==> src/rtl/fp_addsub_pipe.sv <==
// -----------------------------------------------------------------------------
// fp_addsub_pipe
// Pipelined floating-point adder/subtractor for a parameterised binary format
// {sign, exponent[EXP_W], mantissa[MAN_W]}. Three stages:
//   S1 unpack, classify special operands, order by magnitude, align the smaller
//   S2 add or subtract the aligned significands
//   S3 normalise, round to nearest-even, detect overflow/underflow, pack
// Subnormal inputs are flushed to signed zero and no subnormal is produced.
//
// Ports
//   clk        rising-edge clock
//   rst_n      asynchronous active-low reset
//   in_valid   operand pair present on a/b/sub
//   in_ready   pipeline accepts operands this cycle
//   a, b       operands
//   sub        0: a+b, 1: a-b
//   out_valid  result/flags present
//   out_ready  consumer accepts result
//   result     rounded sum or difference
//   flags      {nv, of, uf, nx}
// -----------------------------------------------------------------------------
module fp_addsub_pipe #(
    parameter int EXP_W = 5,
    parameter int MAN_W = 10
) (
    input  logic                 clk,
    input  logic                 rst_n,
    input  logic                 in_valid,
    output logic                 in_ready,
    input  logic [EXP_W+MAN_W:0] a,
    input  logic [EXP_W+MAN_W:0] b,
    input  logic                 sub,
    output logic                 out_valid,
    input  logic                 out_ready,
    output logic [EXP_W+MAN_W:0] result,
    output logic [3:0]           flags
);

    localparam int W       = 1 + EXP_W + MAN_W;
    localparam int BIAS    = (1 << (EXP_W - 1)) - 1;
    // All-ones exponent (inf/NaN encoding) equals 2*BIAS+1
    localparam int EXP_INF = 2 * BIAS + 1;
    // Significand with hidden bit plus guard/round/sticky
    localparam int SW      = MAN_W + 4;
    // Normalised significand without the hidden bit
    localparam int NW      = SW - 1;
    // Signed working exponent, wide enough for exp - leading-zero count
    localparam int XW      = EXP_W + 8;
    localparam int LZW     = $clog2(SW + 1);

    localparam logic [EXP_W-1:0] EXP_ONES = '1;
    localparam logic [W-1:0]     QNAN     = {1'b0, EXP_ONES, 1'b1, {(MAN_W-1){1'b0}}};

    logic en;

    // Stage registers
    logic             s1_valid, s1_special, s1_sign, s1_eff_sub;
    logic [W-1:0]     s1_spec_res;
    logic [3:0]       s1_spec_flags;
    logic [EXP_W-1:0] s1_exp;
    logic [SW-1:0]    s1_big, s1_small;

    logic             s2_valid, s2_special, s2_sign;
    logic [W-1:0]     s2_spec_res;
    logic [3:0]       s2_spec_flags;
    logic [EXP_W-1:0] s2_exp;
    logic [SW:0]      s2_sum;

    // The whole pipeline moves as one; a stalled output freezes every stage
    assign en       = !out_valid || out_ready;
    assign in_ready = en;

    // ---------------- S1 combinational: unpack / classify / swap / align ----
    logic             sa, sb;
    logic [EXP_W-1:0] ea, eb;
    logic [MAN_W-1:0] ma, mb;
    logic             a_nan, b_nan, a_inf, b_inf, a_zero, b_zero;
    logic             c1_special, swap;
    logic [W-1:0]     c1_spec_res;
    logic [3:0]       c1_spec_flags;
    logic             big_sign;
    logic [EXP_W-1:0] big_exp, small_exp, diff;
    logic [MAN_W-1:0] big_man, small_man;
    logic [SW-1:0]    big_sig, small_ext, shifted, lost, small_sig;

    assign sa = a[W-1];
    assign sb = b[W-1] ^ sub;
    assign ea = a[W-2:MAN_W];
    assign eb = b[W-2:MAN_W];
    assign ma = a[MAN_W-1:0];
    assign mb = b[MAN_W-1:0];

    always_comb begin
        a_nan  = (ea == EXP_ONES) && (ma != '0);
        b_nan  = (eb == EXP_ONES) && (mb != '0);
        a_inf  = (ea == EXP_ONES) && (ma == '0);
        b_inf  = (eb == EXP_ONES) && (mb == '0);
        a_zero = (ea == '0);
        b_zero = (eb == '0);

        // Special operands bypass the arithmetic and ride the pipeline as a
        // precomputed result
        c1_special    = 1'b1;
        c1_spec_res   = '0;
        c1_spec_flags = 4'b0000;
        if (a_nan || b_nan) begin
            c1_spec_res = QNAN;
        end else if (a_inf && b_inf && (sa != sb)) begin
            c1_spec_res   = QNAN;
            c1_spec_flags = 4'b1000;
        end else if (a_inf) begin
            c1_spec_res = {sa, EXP_ONES, {MAN_W{1'b0}}};
        end else if (b_inf) begin
            c1_spec_res = {sb, EXP_ONES, {MAN_W{1'b0}}};
        end else if (a_zero && b_zero) begin
            c1_spec_res = {sa & sb, {(W-1){1'b0}}};
        end else if (a_zero) begin
            c1_spec_res = {sb, eb, mb};
        end else if (b_zero) begin
            c1_spec_res = a;
        end else begin
            c1_special = 1'b0;
        end

        swap      = {eb, mb} > {ea, ma};
        big_sign  = swap ? sb : sa;
        big_exp   = swap ? eb : ea;
        big_man   = swap ? mb : ma;
        small_exp = swap ? ea : eb;
        small_man = swap ? ma : mb;
        diff      = big_exp - small_exp;

        big_sig   = {1'b1, big_man, 3'b000};
        small_ext = {1'b1, small_man, 3'b000};
        shifted   = small_ext >> diff;
        lost      = small_ext & ~({SW{1'b1}} << diff);
        // Bits shifted past the round position collapse into the sticky bit
        if (int'(diff) >= MAN_W + 3) begin
            small_sig = SW'(1);
        end else begin
            small_sig = shifted | SW'(|lost);
        end
    end

    // ---------------- S2 combinational: magnitude add/subtract --------------
    // The larger magnitude is always primary, so the difference never borrows
    logic [SW:0] c2_sum;
    assign c2_sum = s1_eff_sub ? ({1'b0, s1_big} - {1'b0, s1_small})
                               : ({1'b0, s1_big} + {1'b0, s1_small});

    // ---------------- S3 combinational: normalise / round / pack ------------
    logic [LZW-1:0] lzc;
    logic [NW-1:0]  norm;
    logic [XW-1:0]  exp_n, exp_r;
    logic [MAN_W:0] man_rnd;
    logic           round_up, inexact, underflow;
    logic [W-1:0]   c3_result;
    logic [3:0]     c3_flags;

    always_comb begin
        lzc = LZW'(SW);
        for (int i = 0; i < SW; i++) begin
            if (s2_sum[i]) lzc = LZW'(SW - 1 - i);
        end

        // A carry out shifts right by one, folding the dropped bit into sticky
        if (s2_sum[SW]) begin
            norm  = {s2_sum[SW-1:2], s2_sum[1] | s2_sum[0]};
            exp_n = XW'(s2_exp) + XW'(1);
        end else begin
            norm  = NW'(s2_sum[SW-1:0] << lzc);
            exp_n = XW'(s2_exp) - XW'(lzc);
        end

        inexact   = |norm[2:0];
        round_up  = norm[2] & (norm[1] | norm[0] | norm[3]);
        man_rnd   = {1'b0, norm[NW-1:3]} + (MAN_W+1)'(round_up);
        // Mantissa overflow from rounding leaves all-zero fraction, exponent+1
        exp_r     = exp_n + XW'(man_rnd[MAN_W]);
        underflow = exp_n[XW-1] || (exp_n == '0);

        if (s2_special) begin
            c3_result = s2_spec_res;
            c3_flags  = s2_spec_flags;
        end else if (s2_sum == '0) begin
            c3_result = '0;
            c3_flags  = 4'b0000;
        end else if (underflow) begin
            c3_result = {s2_sign, {(W-1){1'b0}}};
            c3_flags  = 4'b0011;
        end else if (exp_r >= XW'(EXP_INF)) begin
            c3_result = {s2_sign, EXP_ONES, {MAN_W{1'b0}}};
            c3_flags  = 4'b0101;
        end else begin
            c3_result = {s2_sign, exp_r[EXP_W-1:0], man_rnd[MAN_W-1:0]};
            c3_flags  = {3'b000, inexact};
        end
    end

    // ---------------- Pipeline registers ------------------------------------
    always_ff @(posedge clk or negedge rst_n) begin
        if (!rst_n) begin
            s1_valid      <= 1'b0;
            s1_special    <= 1'b0;
            s1_spec_res   <= '0;
            s1_spec_flags <= 4'b0000;
            s1_sign       <= 1'b0;
            s1_eff_sub    <= 1'b0;
            s1_exp        <= '0;
            s1_big        <= '0;
            s1_small      <= '0;
            s2_valid      <= 1'b0;
            s2_special    <= 1'b0;
            s2_spec_res   <= '0;
            s2_spec_flags <= 4'b0000;
            s2_sign       <= 1'b0;
            s2_exp        <= '0;
            s2_sum        <= '0;
            out_valid     <= 1'b0;
            result        <= '0;
            flags         <= 4'b0000;
        end else if (en) begin
            s1_valid      <= in_valid;
            s1_special    <= c1_special;
            s1_spec_res   <= c1_spec_res;
            s1_spec_flags <= c1_spec_flags;
            s1_sign       <= big_sign;
            s1_eff_sub    <= sa ^ sb;
            s1_exp        <= big_exp;
            s1_big        <= big_sig;
            s1_small      <= small_sig;

            s2_valid      <= s1_valid;
            s2_special    <= s1_special;
            s2_spec_res   <= s1_spec_res;
            s2_spec_flags <= s1_spec_flags;
            s2_sign       <= s1_sign;
            s2_exp        <= s1_exp;
            s2_sum        <= c2_sum;

            out_valid     <= s2_valid;
            result        <= c3_result;
            flags         <= c3_flags;
        end
    end

endmodule
==> config.mk <==
export PLATFORM = sky130hd
export DESIGN_NAME = fp_addsub_pipe
export DESIGN_NICKNAME = d
export VERILOG_FILES = /design/src/rtl/fp_addsub_pipe.sv
export SDC_FILE = /design/constraint.sdc
export NUM_CORES = 1
export LEC_CHECK = 0
export ABC_AREA = 1
export CORE_ASPECT_RATIO = 0.9
export CORE_MARGIN = 2
export CORE_UTILIZATION = 45
export CTS_CLUSTER_DIAMETER = 100
export DETAILED_ROUTE_END_ITERATION = 10
export GPL_TIMING_DRIVEN = 0
export RECOVER_POWER = 100
export SYNTH_ARGS = -nofsm -noshare
export SYNTH_HDL_FRONTEND = slang
export SYNTH_SLANG_ARGS = --single-unit
==> constraint.sdc <==
create_clock -name clk -period 5.2 [get_ports clk]
set_input_delay 1.04 -clock clk [delete_from_list [all_inputs] [get_ports clk]]
set_output_delay 1.04 -clock clk [all_outputs]
set_load 0.005 [all_outputs]
==> results of run 1 <==
## per-layer routing
layer / up-vias / share of wire / global-route usage
met2: 243 / 0.44 / 0.4131
met1: 3880 / 0.49 / 0.3915
met3: 40 / 0.045 / 0.03503
met4: 0 / 0.028 / 0.08677
met5: - / 0 / 0
li1: 4186 / - / -
## Yosys cell counts (4+ instances only)
master	instances	area (um2)
nand2_1	331	1242
o21ai_0	120	600.6
dfrtp_1	112	2803
inv_1	109	409.1
nand3_1	96	480.5
nor2_1	80	300.3
a21oi_1	68	340.3
ha_1	48	600.6
clkbuf_1	34	127.6
nand4_1	23	143.9
o21ai_1	15	75.07
xor2_1	15	131.4
o22ai_1	11	68.82
buf_2	10	50.05
o211ai_1	10	75.07
a32o_1	9	90.09
nand3_2	9	90.09
inv_2	8	30.03
nand2_2	8	50.05
nor3_1	7	35.03
nor4_1	7	43.79
o21bai_1	7	52.55
a31oi_1	6	37.54
or2_2	5	31.28
nor2_2	4	25.02
nor2_4	4	45.04
o31ai_1	4	30.03
## registers in the layout, indices dropped and copies added (netlist names)
name / flops
s2_spec_flags: 1
s2_special: 1
s2_valid: 1
s1_special: 1
s1_exp: 5
s1_big: 11
s2_sum: 15
s1_eff_sub: 1
flags: 4
s2_exp: 5
s1_sign: 1
s2_sign: 1
s1_small: 14
result: 16
out_valid: 1
s2_spec_res: 16
s1_spec_flags: 1
s1_spec_res: 16
s1_valid: 1
## cell families after synthesis
kind of cell / after synthesis
multiplexers: 2
adder cells (fa/ha/maj): 50
AND/OR/NAND/NOR: 583
XOR/XNOR: 19
flip-flops: 112
buffers and inverters: 170
AO/OA/AOI/OAI: 268
## worst max-delay path by stage
stage | from | to | slack (ps)
2_1_floorplan | s2_sum[1] | result[3] | 1490
5_1_grt | a[13] | s1_small[4] | 40
3_5_place_dp | a[13] | s1_small[1] | 140
3_3_place_gp | rst_n | result[9] | -1340
4_1_cts | a[13] | s1_small[1] | 500
6_report | a[13] | s1_small[1] | 430
## worst min-delay path, delay by kind of cell, from the launching register on
family	cells	cell delay, ps
buffers and inverters	1	40
AND/OR/NAND/NOR	1	50
flip-flops	1	330
## power groups by stage
stage	sequential [mW]	combinational (mW)	clock [mW]
after floorplan	1.31	2.12	0
after global placement	1.38	2.93	0
after detailed placement	1.38	2.96	0
after CTS	1.37	2.97	0.719
after global routing	1.40	3.33	0.755
final	1.37	2.93	0.710
## per-stage QoR
| stage | TNS [ps] | utilization | hold slack (ps) | std cells | setup slack, ps |
|---|---|---|---|---|---|
| 2_1_floorplan | 0 | - | 419.8 | 1204 | 1485 |
| 3_3_place_gp | -148750 | 0.5068 | 425.9 | 1507 | -1338 |
| 3_5_place_dp | 0 | 0.5083 | 436.9 | 1508 | 135.0 |
| 4_1_cts | 0 | 0.5250 | 457.4 | 1524 | 504.8 |
| 5_1_grt | 0 | 0.5212 | 476.4 | 1524 | 39.27 |
| 6_report | 0 | 0.5212 | 455.1 | 1524 | 433.0 |
## layout by cell type, fill, tap and decap left out, types with 10 or more instances in the layout
master / netlist / layout
o21ai_1: 15 / 13
nand4_1: 23 / 23
nor2_1: 80 / 81
dfrtp_1: 112 / 112
o211ai_1: 10 / 10
o22ai_1: 11 / 11
o21ai_0: 120 / 122
dlygate4sd3_1: 0 / 25
nand3_1: 96 / 97
nand2_1: 331 / 332
ha_1: 48 / 48
clkdlybuf4s50_1: 0 / 32
clkbuf_1: 34 / 38
a21oi_1: 68 / 69
inv_1: 109 / 110
xor2_1: 15 / 16
## final cells by class
cell class,count,area (um2)
buffer,52,232.7
clock buffer,9,225.2
clock inverter,7,81.33
fill,1924,8813
inverter,118,442.9
multi-input combinational,922,4922
sequential,112,2803
tap,245,306.5
timing repair buffer,59,579.3
==> impl_metrics.csv, run 1 <==
group,metric,value,unit
die,fp.dieW,148.4,um
cts,cts_max_level,3,
power_and_ir_drop,p_per_area,521.2,nW/um2
cts,postCtsSetupBuffers,0,
worst_setup_path,crit_family,"buffers and inverters",
timing,finalSetupViolCount,0,
timing,final-hold-violation-count,0,
timing,tightest_slew,2373,ps
timing,period_needed,4767,ps
timing,rsz0062_at_grt,"false",
die,ioPinCount,59,
cells_and_area,diodes,0,
cts,clk_pin_slew,80,ps
synth,synth.distinct_cells,54,
global_routing,grt_max_degree,99,
global_routing,antenna_found_initial,0,
die,dieArea,19870,um2
min_path,hold_depth,2,
worst_setup_path,r2r-end,"result[3]",
cts,cts_tree,"yes",
worst_setup_path,critPathLaunchType,"primary input",
cts,cts_buffers,9,
worst_setup_path,worstPathMaxFanout,10,
synth,synthFlopType,"dfrtp_1",
synth,postSynthCellCount,1204,
global_routing,gr-usage-all-layers,0.2680,
worst_setup_path,reg2reg_slack,510,ps
timing,min_period_over_period,0.9167,
timing,fmax,209.8,MHz
synth,synth_top_family_by_area,"simple AND/OR/NAND/NOR gates",
cts,clk_path_buf_depth,2,
detailed_routing,firstDrtPassIters,5,
worst_setup_path,cp-end-kind,"flop",
detailed_routing,num_vias,8349,
place,port_buffers,58,
cells_and_area,drive_gt1_frac,0.06020,
synth,syn_area_per_cell,7.010,um2
worst_setup_path,path_cells,"clkdlybuf4s50_1 > inv_1 > ha_1 > inv_1 > nor3_2 > nand3_1 > nand2_1 > nand2_2 > o21ai_1 > nand2_1 > ha_1 > clkbuf_1 > clkbuf_1 > nor2_1 > a31oi_1 > o21ai_1 > nand2_1 > nand3_1 > o21ai_0",
power_and_ir_drop,switchingPower,2.486,mW
min_path,min-delay-start,"s2_valid",
global_routing,overflow,0,
cts,hold_buffers,0,
detailed_routing,viasPerCell,5.478,
synth,ys_seq_elements,112,
power_and_ir_drop,power,5.000,mW
outcome,status,"complete, but fails checks",
worst_setup_path,ff2ff_path_depth,34,
worst_setup_path,crit_top_cell,"nand2_1",
cts,root_buffer,"clkbuf_16",
cts,cts_resized,0,
synth,synth_edf_count,0,
worst_setup_path,cp.arrival,5030,ps
outcome,violations,"max-capacitance violations, max-slew violations",
detailed_routing,finalWirelength,25800,um
synth,syn_nets,1291,
min_path,holdPathEnd,"out_valid",
power_and_ir_drop,clkPwrFrac,0.142,
timing,drv_slew,99,
die,initial_core_util,0.4586,
detailed_routing,drc_errors,0,
synth,yosys_warnings,0,
cts,clk_latency,360,ps
worst_setup_path,required,5470,ps
worst_setup_path,crit_type,"in2reg",
detailed_routing,drtIter0Drc,595,
min_path,worstHoldPathType,"reg2reg",
synth,post_synth_mux_area_share,0.002372,
worst_setup_path,crit_buf_inv,5,
die,fp.coreArea,18410,um2
global_routing,grt_pass1_wl,41980,um
power_and_ir_drop,ir_drop,0.2308,mV
place,routabilityCongestion,0.9546,
place,dp_hpwl,20370,um
synth,ys_seq_area_frac,0.3320,
global_routing,first_global_vias,7937,
power_and_ir_drop,netSwitchingFraction,0.4971,
timing,relSlewSlack,-0.5819,
synth,synth-async-reset-ratio,1.000,
detailed_routing,detail-route-antenna-nets,0,
power_and_ir_drop,p_comb_frac,0.585,
die,die_y,133.9,um
worst_setup_path,cp.depth,19,
die,rows,47,
power_and_ir_drop,seqPwrFrac,0.273,
synth,synth_fa_ha_area_frac,0.07590,
timing,fin_worst_skew,11.51,ps
worst_setup_path,slowest_stage,"clkdlybuf4s50_1",
job,drv_cap,1,
power_and_ir_drop,intPower,2.514,mW
cells_and_area,areaGrowthSynthToFinish,13.65,%
worst_setup_path,r2r_start,"s2_sum[1]",
place,dpl_cell_area,9356,um2
worst_setup_path,critPathMaxStageDelay,560,ps
synth,synth_compound_area_frac,0.1826,
synth,synth-simple-area-share,0.3054,
cells_and_area,final_area,9593,um2
detailed_routing,wire_per_inst,16.93,um
synth,synthXorXnorAreaFrac,0.02060,
synth,synth_area,8441,um2
cts,cts.sinks,112,
power_and_ir_drop,p_leak,4.600,nW
cells_and_area,fin_nets,1361,
Note: power is estimated with default switching activity, not from simulation.
==> inputs of run 2 (changes only) <==
- CORE_MARGIN: 2 -> 1
- RECOVER_POWER: 100 -> 25
==> impl_metrics.csv, run 2 (synthesis gave the netlist of run 1 again) <==
group,metric,value,unit
cts,cts_resized,0,
detailed_routing,wire_per_inst,16.76,um
die,fp.dieW,146.4,um
die,fp.coreArea,18410,um2
power_and_ir_drop,switchingPower,2.488,mW
timing,period_needed,4718,ps
worst_setup_path,reg2reg_slack,840,ps
cells_and_area,fin_nets,1361,
detailed_routing,viasPerCell,5.434,
cts,cts_tree,"yes",
cells_and_area,n_fill_cell,1856,
timing,final-hold-violation-count,0,
detailed_routing,num_vias,8287,
detailed_routing,drc_errors,0,
timing,setup_slack,482.1,ps
cts,clk_path_buf_depth,2,
job,drv_cap,1,
timing,fmax,212.0,MHz
timing,tightest_slew,2284,ps
timing,fin_worst_skew,9.907,ps
detailed_routing,drtIter0Drc,535,
power_and_ir_drop,p_leak,4.580,nW
die,ioPinCount,59,
cts,hold_buffers,0,
power_and_ir_drop,clkPwrFrac,0.139,
power_and_ir_drop,seqPwrFrac,0.271,
global_routing,grt_max_degree,94,
place,port_buffers,58,
place,dp_hpwl,20230,um
die,rows,47,
place,dp_cells,1508,
detailed_routing,detail-route-antenna-nets,0,
power_and_ir_drop,p_per_area,523.0,nW/um2
place,post-place-ws,190.1,ps
cells_and_area,final_cell_mix,"nand2_1 (331), o21ai_0 (120), dfrtp_1 (112), inv_1 (109), nand3_1 (96)",
cts,clk_pin_slew,80,ps
timing,drv_slew,94,
global_routing,antenna_found_initial,1,
worst_setup_path,worstPathMaxFanout,10,
global_routing,gr-usage-all-layers,0.2758,
global_routing,grt_pass1_wl,42000,um
power_and_ir_drop,ir_drop,0.1969,mV
worst_setup_path,ff2ff_path_depth,29,
min_path,min-delay-start,"s2_valid",
timing,finalSetupViolCount,0,
global_routing,first_global_vias,7941,
power_and_ir_drop,intPower,2.547,mW
min_path,hold_depth,2,
timing,min_period_over_period,0.9073,
cells_and_area,areaGrowthSynthToFinish,14.05,%
die,dieArea,19310,um2
worst_setup_path,r2r_start,"s2_sum[3]",
cells_and_area,stdcell_count,1525,
worst_setup_path,r2r-end,"result[3]",
global_routing,overflow,0,
min_path,worstHoldPathType,"reg2reg",
power_and_ir_drop,p_comb_frac,0.591,
min_path,holdPathEnd,"out_valid",
cts,postCtsSetupBuffers,0,
outcome,status,"complete, but fails checks",
worst_setup_path,cp-end-kind,"flop",
place,routabilityCongestion,0.9629,
detailed_routing,firstDrtPassIters,6,
worst_setup_path,crit_type,"in2reg",
cts,root_buffer,"clkbuf_16",
timing,relSlewSlack,-0.5229,
cells_and_area,drive_gt1_frac,0.06724,
worst_setup_path,cp.arrival,4940,ps
die,die_y,131.9,um
power_and_ir_drop,netSwitchingFraction,0.4942,
die,initial_core_util,0.4586,
timing,fin_tns_setup,0,ps
detailed_routing,finalWirelength,25560,um
worst_setup_path,critPathLaunchType,"primary input",
timing,rsz0062_at_grt,"false",
cts,cts_max_level,3,
cts,cts_buffers,9,
worst_setup_path,required,5420,ps
cts,cts.sinks,112,
outcome,violations,"max-capacitance violations, max-slew violations",
cts,clk_latency,360,ps
cells_and_area,reg_top3,"result x16, s1_spec_res x16, s2_spec_res x16",
cells_and_area,final_common_cell,"nand2_1",
-- run 2: cell count changes in the layout (fill, tap and decap cells not counted), sizes merged --
| cell | previous run | this run |
|---|---|---|
| clkdlybuf4s50 | 32 | 57 |
| buf | 15 | 18 |
| dlygate4sd3 | 25 | 0 |
| clkinvlp | 0 | 1 |
| clkbuf | 48 | 45 |
| inv | 121 | 120 |
| diode | 0 | 1 |
-- run 2: final cells by class --
| class | count | area [um2] | area share |
|---|---|---|---|
| clock inverters | 7 | 72.57 | 0.007538 |
| well taps | 245 | 306.5 | 0.03184 |
| diodes | 1 | 2.502 | 0.0002599 |
| flip-flops and latches | 112 | 2803 | 0.2911 |
| plain buffers | 52 | 241.5 | 0.02508 |
| multi-input cells | 922 | 4954 | 0.5146 |
| clock buffers | 9 | 225.2 | 0.02339 |
| repair buffers | 59 | 579.3 | 0.06018 |
| inverters | 118 | 442.9 | 0.04601 |
-- run 2: metal layers --
metal	GRT usage	vias to the layer above	routed length (um)
met3	0.03633	45	1091
met5	0	-	0
met2	0.4246	243	11270
li1	-	4200	-
met4	0.09722	0	735
met1	0.3970	3799	12470
-- run 2: worst max path at each step --
| stage | start | to | slack (ps) | cells after the start |
|---|---|---|---|---|
| 4_1_cts | a[12] | s1_small[2] | 560 | 19 |
| 3_3_place_gp | rst_n | s1_big[6] | -1310 | 1 |
| 5_1_grt | a[13] | s1_small[1] | 180 | 19 |
| 2_1_floorplan | s2_sum[1] | result[3] | 1490 | 31 |
| 3_5_place_dp | a[12] | s1_small[2] | 190 | 19 |
| 6_report | a[12] | s1_small[2] | 480 | 19 |
-- run 2: power by group through the flow --
stage                     Sequential (mW)  Clock, mW  Combinational (mW)
after floorplan                      1.31          0                2.12
after global placement               1.38          0                2.94
after detailed placement             1.38          0                2.96
after CTS                            1.36      0.707                2.97
after global routing                 1.40      0.747                3.38
final                                1.36      0.697                2.98
-- run 2: critical path, cell delays in order --
cell and delay (ps):
clkdlybuf4s50_1 560, inv_1 110, ha_1 410, a21oi_1 190, o21bai_1 100, a221oi_2 250
nand2_1 130, nand2_2 120, nand2_1 60, o21ai_1 190, nand2_1 140, ha_1 340
clkbuf_1 310, inv_1 90, clkbuf_1 220, o21ai_0 360, o211ai_1 140, nand3_1 100
o21ai_0 90
-- run 2: through the flow --
step	utilization	power [mW]	hold slack [ps]	instance area [um2]
after floorplan	-	3.432	419.8	8441
after detailed placement	0.5083	4.335	437.1	9356
final	0.5230	5.035	452.3	9627
after global placement	0.5068	4.319	428.6	9328
after CTS	0.5245	5.041	455.1	9654
after global routing	0.5229	5.523	466.0	9624
==> inputs of run 3 (changes only) <==
- TNS_END_PERCENT: unset -> 5
==> results of run 3 <==
The final DEF is identical to that of run 2; final timing and power are the same.
